--- src/rtl/io_word_bridge.sv ---
// Bridges CPU byte/word IO requests onto the UART controller's CPU-side byte streams.
// Independent read (byte assembly) and write (byte split) state machines.
module io_word_bridge #(
  parameter bit BIG_ENDIAN = 1'b1
) (
  input  logic        clk,
  input  logic        rstn,
  input  logic [7:0]  io_in_data,
  input  logic        io_in_vld,
  output logic        io_in_rdy,
  output logic [7:0]  io_out_data,
  output logic        io_out_vld,
  input  logic        io_out_rdy,
  input  logic        cpu_in_req,
  input  logic        cpu_in_word,
  output logic [31:0] cpu_in_data,
  output logic        cpu_in_busy,
  output logic        cpu_in_done,
  input  logic        cpu_out_req,
  input  logic        cpu_out_word,
  input  logic [31:0] cpu_out_data,
  output logic        cpu_out_busy,
  output logic        cpu_out_done
);

  typedef enum logic {RD_IDLE = 1'b0, RD_COLLECT = 1'b1} rd_state_t;
  typedef enum logic {WR_IDLE = 1'b0, WR_SEND = 1'b1} wr_state_t;

  rd_state_t   rd_state, rd_state_nxt;
  logic        rd_word;
  logic [1:0]  rd_cnt;
  logic [31:0] rd_shift;
  logic [31:0] rd_data;
  logic        rd_done;
  logic        rd_hs, rd_last;

  wr_state_t   wr_state, wr_state_nxt;
  logic        wr_word;
  logic [1:0]  wr_cnt;
  logic [31:0] wr_data;
  logic        wr_done;
  logic        wr_hs, wr_last;

  // Big-endian shifts left so the first byte ends in [31:24]; little-endian
  // shifts right so the first byte ends in [7:0].
  function automatic logic [31:0] shift_in(input logic [31:0] sh, input logic [7:0] b);
    if (BIG_ENDIAN) shift_in = {sh[23:0], b};
    else            shift_in = {b, sh[31:8]};
  endfunction

  function automatic logic [7:0] pick_byte(input logic [31:0] w, input logic [1:0] cnt,
                                           input logic word);
    logic [1:0] idx;
    idx = BIG_ENDIAN ? ~cnt : cnt;
    if (!word) idx = 2'd0;
    case (idx)
      2'd0:    pick_byte = w[7:0];
      2'd1:    pick_byte = w[15:8];
      2'd2:    pick_byte = w[23:16];
      default: pick_byte = w[31:24];
    endcase
  endfunction

  // ---------------- read side ----------------
  assign rd_hs       = (rd_state == RD_COLLECT) && io_in_vld;
  assign rd_last     = rd_hs && (!rd_word || (rd_cnt == 2'd3));
  assign io_in_rdy   = (rd_state == RD_COLLECT);
  assign cpu_in_busy = (rd_state == RD_COLLECT);
  assign cpu_in_data = rd_data;
  assign cpu_in_done = rd_done;

  always_comb begin
    rd_state_nxt = rd_state;
    case (rd_state)
      RD_IDLE:    if (cpu_in_req) rd_state_nxt = RD_COLLECT;
      RD_COLLECT: if (rd_last)    rd_state_nxt = RD_IDLE;
    endcase
  end

  always_ff @(posedge clk or negedge rstn) begin
    if (!rstn) begin
      rd_state <= RD_IDLE;
      rd_word  <= 1'b0;
      rd_cnt   <= 2'd0;
      rd_shift <= 32'h0;
      rd_data  <= 32'h0;
      rd_done  <= 1'b0;
    end else begin
      rd_state <= rd_state_nxt;
      rd_done  <= rd_last;
      if ((rd_state == RD_IDLE) && cpu_in_req) begin
        rd_word  <= cpu_in_word;
        rd_cnt   <= 2'd0;
        rd_shift <= 32'h0;
      end else if (rd_hs) begin
        if (rd_last) begin
          // Result is published whole on the final byte; the counter parks at 0.
          rd_cnt   <= 2'd0;
          rd_shift <= 32'h0;
          rd_data  <= rd_word ? shift_in(rd_shift, io_in_data) : {24'h0, io_in_data};
        end else begin
          rd_cnt   <= rd_cnt + 2'd1;
          rd_shift <= shift_in(rd_shift, io_in_data);
        end
      end
    end
  end

  // ---------------- write side ----------------
  assign wr_hs        = (wr_state == WR_SEND) && io_out_rdy;
  assign wr_last      = wr_hs && (!wr_word || (wr_cnt == 2'd3));
  assign io_out_vld   = (wr_state == WR_SEND);
  assign cpu_out_busy = (wr_state == WR_SEND);
  assign io_out_data  = (wr_state == WR_SEND) ? pick_byte(wr_data, wr_cnt, wr_word) : 8'h00;
  assign cpu_out_done = wr_done;

  always_comb begin
    wr_state_nxt = wr_state;
    case (wr_state)
      WR_IDLE: if (cpu_out_req) wr_state_nxt = WR_SEND;
      WR_SEND: if (wr_last)     wr_state_nxt = WR_IDLE;
    endcase
  end

  always_ff @(posedge clk or negedge rstn) begin
    if (!rstn) begin
      wr_state <= WR_IDLE;
      wr_word  <= 1'b0;
      wr_cnt   <= 2'd0;
      wr_data  <= 32'h0;
      wr_done  <= 1'b0;
    end else begin
      wr_state <= wr_state_nxt;
      wr_done  <= wr_last;
      if ((wr_state == WR_IDLE) && cpu_out_req) begin
        wr_word <= cpu_out_word;
        wr_data <= cpu_out_data;
        wr_cnt  <= 2'd0;
      end else if (wr_hs) begin
        wr_cnt <= wr_last ? 2'd0 : wr_cnt + 2'd1;
      end
    end
  end

endmodule

--- config.mk ---
export PLATFORM = sky130hd
export DESIGN_NAME = io_word_bridge
export DESIGN_NICKNAME = d
export VERILOG_FILES = /design/src/rtl/io_word_bridge.sv
export SDC_FILE = /design/constraint.sdc
export NUM_CORES = 1
export LEC_CHECK = 0
export CORE_UTILIZATION = 40
export DETAILED_ROUTE_END_ITERATION = 12
export PLACE_DENSITY = 0.76
export SLEW_MARGIN = 20
export SYNTH_ARGS = -nofsm -noshare
export SYNTH_HDL_FRONTEND = slang
export SYNTH_SLANG_ARGS = --single-unit
--- constraint.sdc ---
create_clock -name clk -period 1.9 [get_ports clk]
set_input_delay 0.38 -clock clk [delete_from_list [all_inputs] [get_ports clk]]
set_output_delay 0.38 -clock clk [all_outputs]
set_load 0.02 [all_outputs]
==> results.md <==
- Cell internal power was estimated by the tool at 5.065 mW.
- The portion of the post-synthesis area used by sequential elements is 60.12%.
- The DRC marker count from the first detailed-route iteration is 87.
- The DRC violation count after routing is 0.
- Counting flops and latches in the post-synthesis netlist gives 98.
- In this run, the combinational gates consume 44.3% of the power.
- Setup slack on the critical path of the routed design comes to -0.1678 ns.
- Summing all multi-input logic gate instances after layout gives 1436 um2.
- Of all nets on the critical path, the largest fanout is 8.
- Relative to the synthesized area, the layout overhead comes to 34.54%.
- The capturing point of the worst reg2reg path is cpu_in_data[6]$_DFFE_PN0P_.
- The share of the synthesized area in the top cell type is 60.12%.
- Data on the critical path is required at its endpoint by 1.52 ns.
- The final global-route overflow total is 0.
- The maximum achievable frequency is 0.4836 GHz.
- The number of global-route vias before repair is 3046.
- Ranked by instance count, the synthesized netlist is headed by sky130_fd_sc_hd__dfrtp_1, sky130_fd_sc_hd__mux2_2, sky130_fd_sc_hd__inv_1.
- Setup repair after global routing could not meet its margin everywhere.
- The total negative setup slack is -1.225 ns.
- After filler insertion, the fill cell instance count of the layout stands at 835.
- The number of warnings issued by yosys is 0.
- The number of nets in the synthesized netlist is 371.
- The share of post-route cells with drive strength above 1 is 24.06%.
- The most critical setup path has its startpoint at wr_cnt[0]$_DFFE_PN0P_.
- The cell count after synthesis came out at 321.
- The die is 103.0 um tall.
- Input and output buffers added on the ports amount to 93.
- The category of the worst setup path launch point is a register.
- The final net count is 471.
- The worst register-to-register path has a depth of 5.
- In the synthesized netlist the async set-or-reset flop fraction comes to 100.0%.
- The net switching component of the power is 3.057 mW.
- The longest clock path from root to sink contains 2 buffers.
- The wire length per cell after detailed routing is 17.46 um.
- The initial antenna violation count is 0.
- The first-pass GRT wire length is 15190 um.
- The count of pins on the block boundary is 94.
- TritonCTS built the clock tree.
- The initial core utilization is 41.54%.
- The share of the cycle needed by the critical path after routing is 108.8%.
- The pin count of the biggest net entering global routing is 39.
- The checks that failed: hold timing, setup timing.
- The average instance area after synthesis is 12.71 um2.
- The power per cell area is 1480 nW/um2.
- The setup-violating endpoint count in the final report is 8.
- The total routing resource utilization after global routing is 19.02%.
- Measured along the x axis, the die boundary spans 103.0 um.
- Across the run, the number of max-cap violations was 0.
- The half-perimeter wire length after placement is 6510 um.
- The mean number of vias per cell is 5.259.
- The number of hold buffers added after cts is 0.
- The clock tree synthesis step divided the H-tree into 3 levels.
- The post-route antenna net violation count is 0.
- By startpoint and endpoint, the worst setup path is classified as reg -> out.
- The most used flip-flop cell after synthesis is sky130_fd_sc_hd__dfrtp_1.
- The number of unique standard cell types used by synthesis is 35.
- The number of antenna diodes in the final layout is 0.
- The worst pin sits at a relative slew slack of 61.72%.
- After clock tree synthesis, the clock-pin slew on the worst setup and hold paths is 0.09 ns.
- The overall routed net length is 9724 um.
- Data arrives at the worst endpoint at 1.69 ns.
- The leakage power summed over all cells is 2.321 nW.
- After routing the design area is 5488 um2.
- STA classifies the critical path endpoint as an output pin.
- The area taken by flip-flops and latches is 2455 um2.
- Yosys attributes the largest share of cell area to sky130_fd_sc_hd__dfrtp_1, sky130_fd_sc_hd__mux2_2, sky130_fd_sc_hd__a22o_1.
- Subtracting the final worst setup slack from the clock period gives 2.068 ns.
- The sequential fraction of design power is 41.6%.
- The number of max-slew violations in the final report is 0.
- The share of total power dissipated in the clock network is 14.0%.
- The placed instances occupy a cell area of 5181 um2.
- The count of clock tree sinks is 98.
- The floorplan has 36 rows.
- The tree is rooted in a sky130_fd_sc_hd__clkbuf_8.
- After synthesis the cells add up to 4079 um2.
- The setup slack on the worst flop-to-flop path is 0.38 ns.
- The area of the core is 9819 um2.
- The die covers 10600 um2.
- The path type of the worst min-delay path is in -> async.
- Prior to clock tree synthesis, the placed netlist has a worst setup slack of -0.2282 ns.
- The post-route clock skew is 0.009107 ns.
- The placer congestion estimate is 0.9522.
- The number of hold violations in the final report is 2.
- Cells fill 55.89% of the core in the end.
- The most critical setup path has its endpoint at io_out_data[3].
- The clock insertion delay at the later pin of the skew report is 0.35 ns.
- The total CTS buffers is 9.
- The first detailed-routing pass ran for 4 iterations.
- The detailed router placed 2929 vias in this run.
- The run finished, with violations left.
- For the pin with the worst max-slew slack, the measured transition is 0.5729 ns.
- Summed over all instances, the cell type with the most area after synthesis is sky130_fd_sc_hd__dfrtp_1.
- The worst hold margin is -0.0007371 ns.
- The startpoint of the lowest-slack register-to-register path is rd_cnt[0]$_DFFE_PN0P_.
- The most frequent cell after synthesis is sky130_fd_sc_hd__dfrtp_1.
- The peak supply drop is 785.2 uV.
- In this run switching power makes up 37.63% of total power.
- The count of flip-flops with a built-in enable after synthesis is 0.
flip-flops by register name, summed over array words and instances, names as in the netlist:
name          flops
cpu_in_data      32
wr_data          32
rd_shift         24
rd_cnt            2
wr_cnt            2
cpu_in_busy       1
cpu_in_done       1
cpu_out_busy      1
cpu_out_done      1
rd_word           1
wr_word           1
kinds of logic after synthesis:
kind of cell,after synthesis,synth area share (%)
adder cells (fa/ha/maj),2,0.6134
multiplexers,43,11.84
flip-flops,98,60.12
AND/OR/NAND/NOR,44,6.596
AO/OA/AOI/OAI,79,13.68
buffers and inverters,55,7.147
stage by stage:
step	instances	power, mW	hold slack, ns
detailed placement	535	6.612	0.3912
CTS	556	7.892	0.0002912
floorplan	321	5.311	0.08441
global placement	535	6.513	0.3801
finish	557	8.122	-0.0007371
global route	557	8.557	0.02103
cells in the final DEF, fill, tap and decap left out, types with 2 or more instances in the layout:
cell | Yosys | final
sky130_fd_sc_hd__a21oi_1 | 8 | 5
sky130_fd_sc_hd__a21oi_2 | 0 | 3
sky130_fd_sc_hd__a22o_1 | 25 | 25
sky130_fd_sc_hd__buf_12 | 0 | 6
sky130_fd_sc_hd__buf_2 | 6 | 3
sky130_fd_sc_hd__buf_4 | 10 | 21
sky130_fd_sc_hd__buf_6 | 5 | 3
sky130_fd_sc_hd__clkbuf_8 | 0 | 9
sky130_fd_sc_hd__clkdlybuf4s50_1 | 0 | 82
sky130_fd_sc_hd__clkinv_2 | 0 | 3
sky130_fd_sc_hd__dfrtp_1 | 98 | 96
sky130_fd_sc_hd__dfrtp_2 | 0 | 2
sky130_fd_sc_hd__dlymetal6s2s_1 | 0 | 2
sky130_fd_sc_hd__ha_1 | 2 | 2
sky130_fd_sc_hd__inv_1 | 26 | 26
sky130_fd_sc_hd__mux2_1 | 11 | 11
sky130_fd_sc_hd__mux2_2 | 31 | 31
sky130_fd_sc_hd__nand2_1 | 3 | 3
sky130_fd_sc_hd__nand4_1 | 24 | 24
sky130_fd_sc_hd__nor2_1 | 5 | 5
sky130_fd_sc_hd__o21ai_0 | 25 | 25
sky130_fd_sc_hd__o221ai_2 | 0 | 7
sky130_fd_sc_hd__o22ai_1 | 9 | 8
layout make-up:
cell class	instances	share of cell area, %
clock buffer	9	2.257
clock inverter	5	0.5928
inverter	27	1.847
multi-input combinational	168	26.17
sequential	98	44.73
tap	133	3.032
timing repair buffer	117	21.36
critical path: stages (launching register included):
cell,delay [ns]
sky130_fd_sc_hd__dfrtp_1,0.41
sky130_fd_sc_hd__or3b_4,0.50
sky130_fd_sc_hd__o221ai_2,0.20
sky130_fd_sc_hd__a21oi_1,0.07
sky130_fd_sc_hd__buf_4,0.16
power groups by stage:
| stage | Clock [mW] | Combinational (mW) | Sequential, mW |
|---|---|---|---|
| 2_1_floorplan | 0 | 1.98 | 3.33 |
| 3_3_place_gp | 0 | 3.14 | 3.37 |
| 3_5_place_dp | 0 | 3.22 | 3.39 |
| 4_1_cts | 1.19 | 3.35 | 3.36 |
| 5_1_grt | 1.27 | 3.85 | 3.44 |
| 6_report | 1.14 | 3.60 | 3.38 |
per-layer routing:
metal  vias to the layer above  share of wire [%]  track usage, %  wire (um)
met5                         -                  0               0          0
met4                         0                1.5           8.451        150
met3                        15                6.4           4.475        622
met2                       103                 50           32.87       4881
met1                      1459                 42           22.62       4069
li1                       1352                  -               -          -
worst min-delay path by stage:
stage                     depth (start not counted)  slack (ns)                endpoint  from
after CTS                                         1      0.0003  wr_data[2]$_DFFE_PN0P_  rstn
after detailed placement                          1        0.39  wr_data[2]$_DFFE_PN0P_  rstn
final                                             1     -0.0007  wr_data[2]$_DFFE_PN0P_  rstn
after floorplan                                   0        0.08   cpu_in_busy$_DFF_PN0_  rstn
after global routing                              1        0.02  wr_data[1]$_DFFE_PN0P_  rstn
after global placement                            1        0.38  wr_data[1]$_DFFE_PN0P_  rstn
timing repair:
item / CTS / global route
endpoints found under the setup margin: 10 / 10
cloned: 0 / 0
resized for setup: 44 / 18
pin swaps: 2 / 1
buffers inserted: 7 / 1
Power figures use the tool's default switching activity.
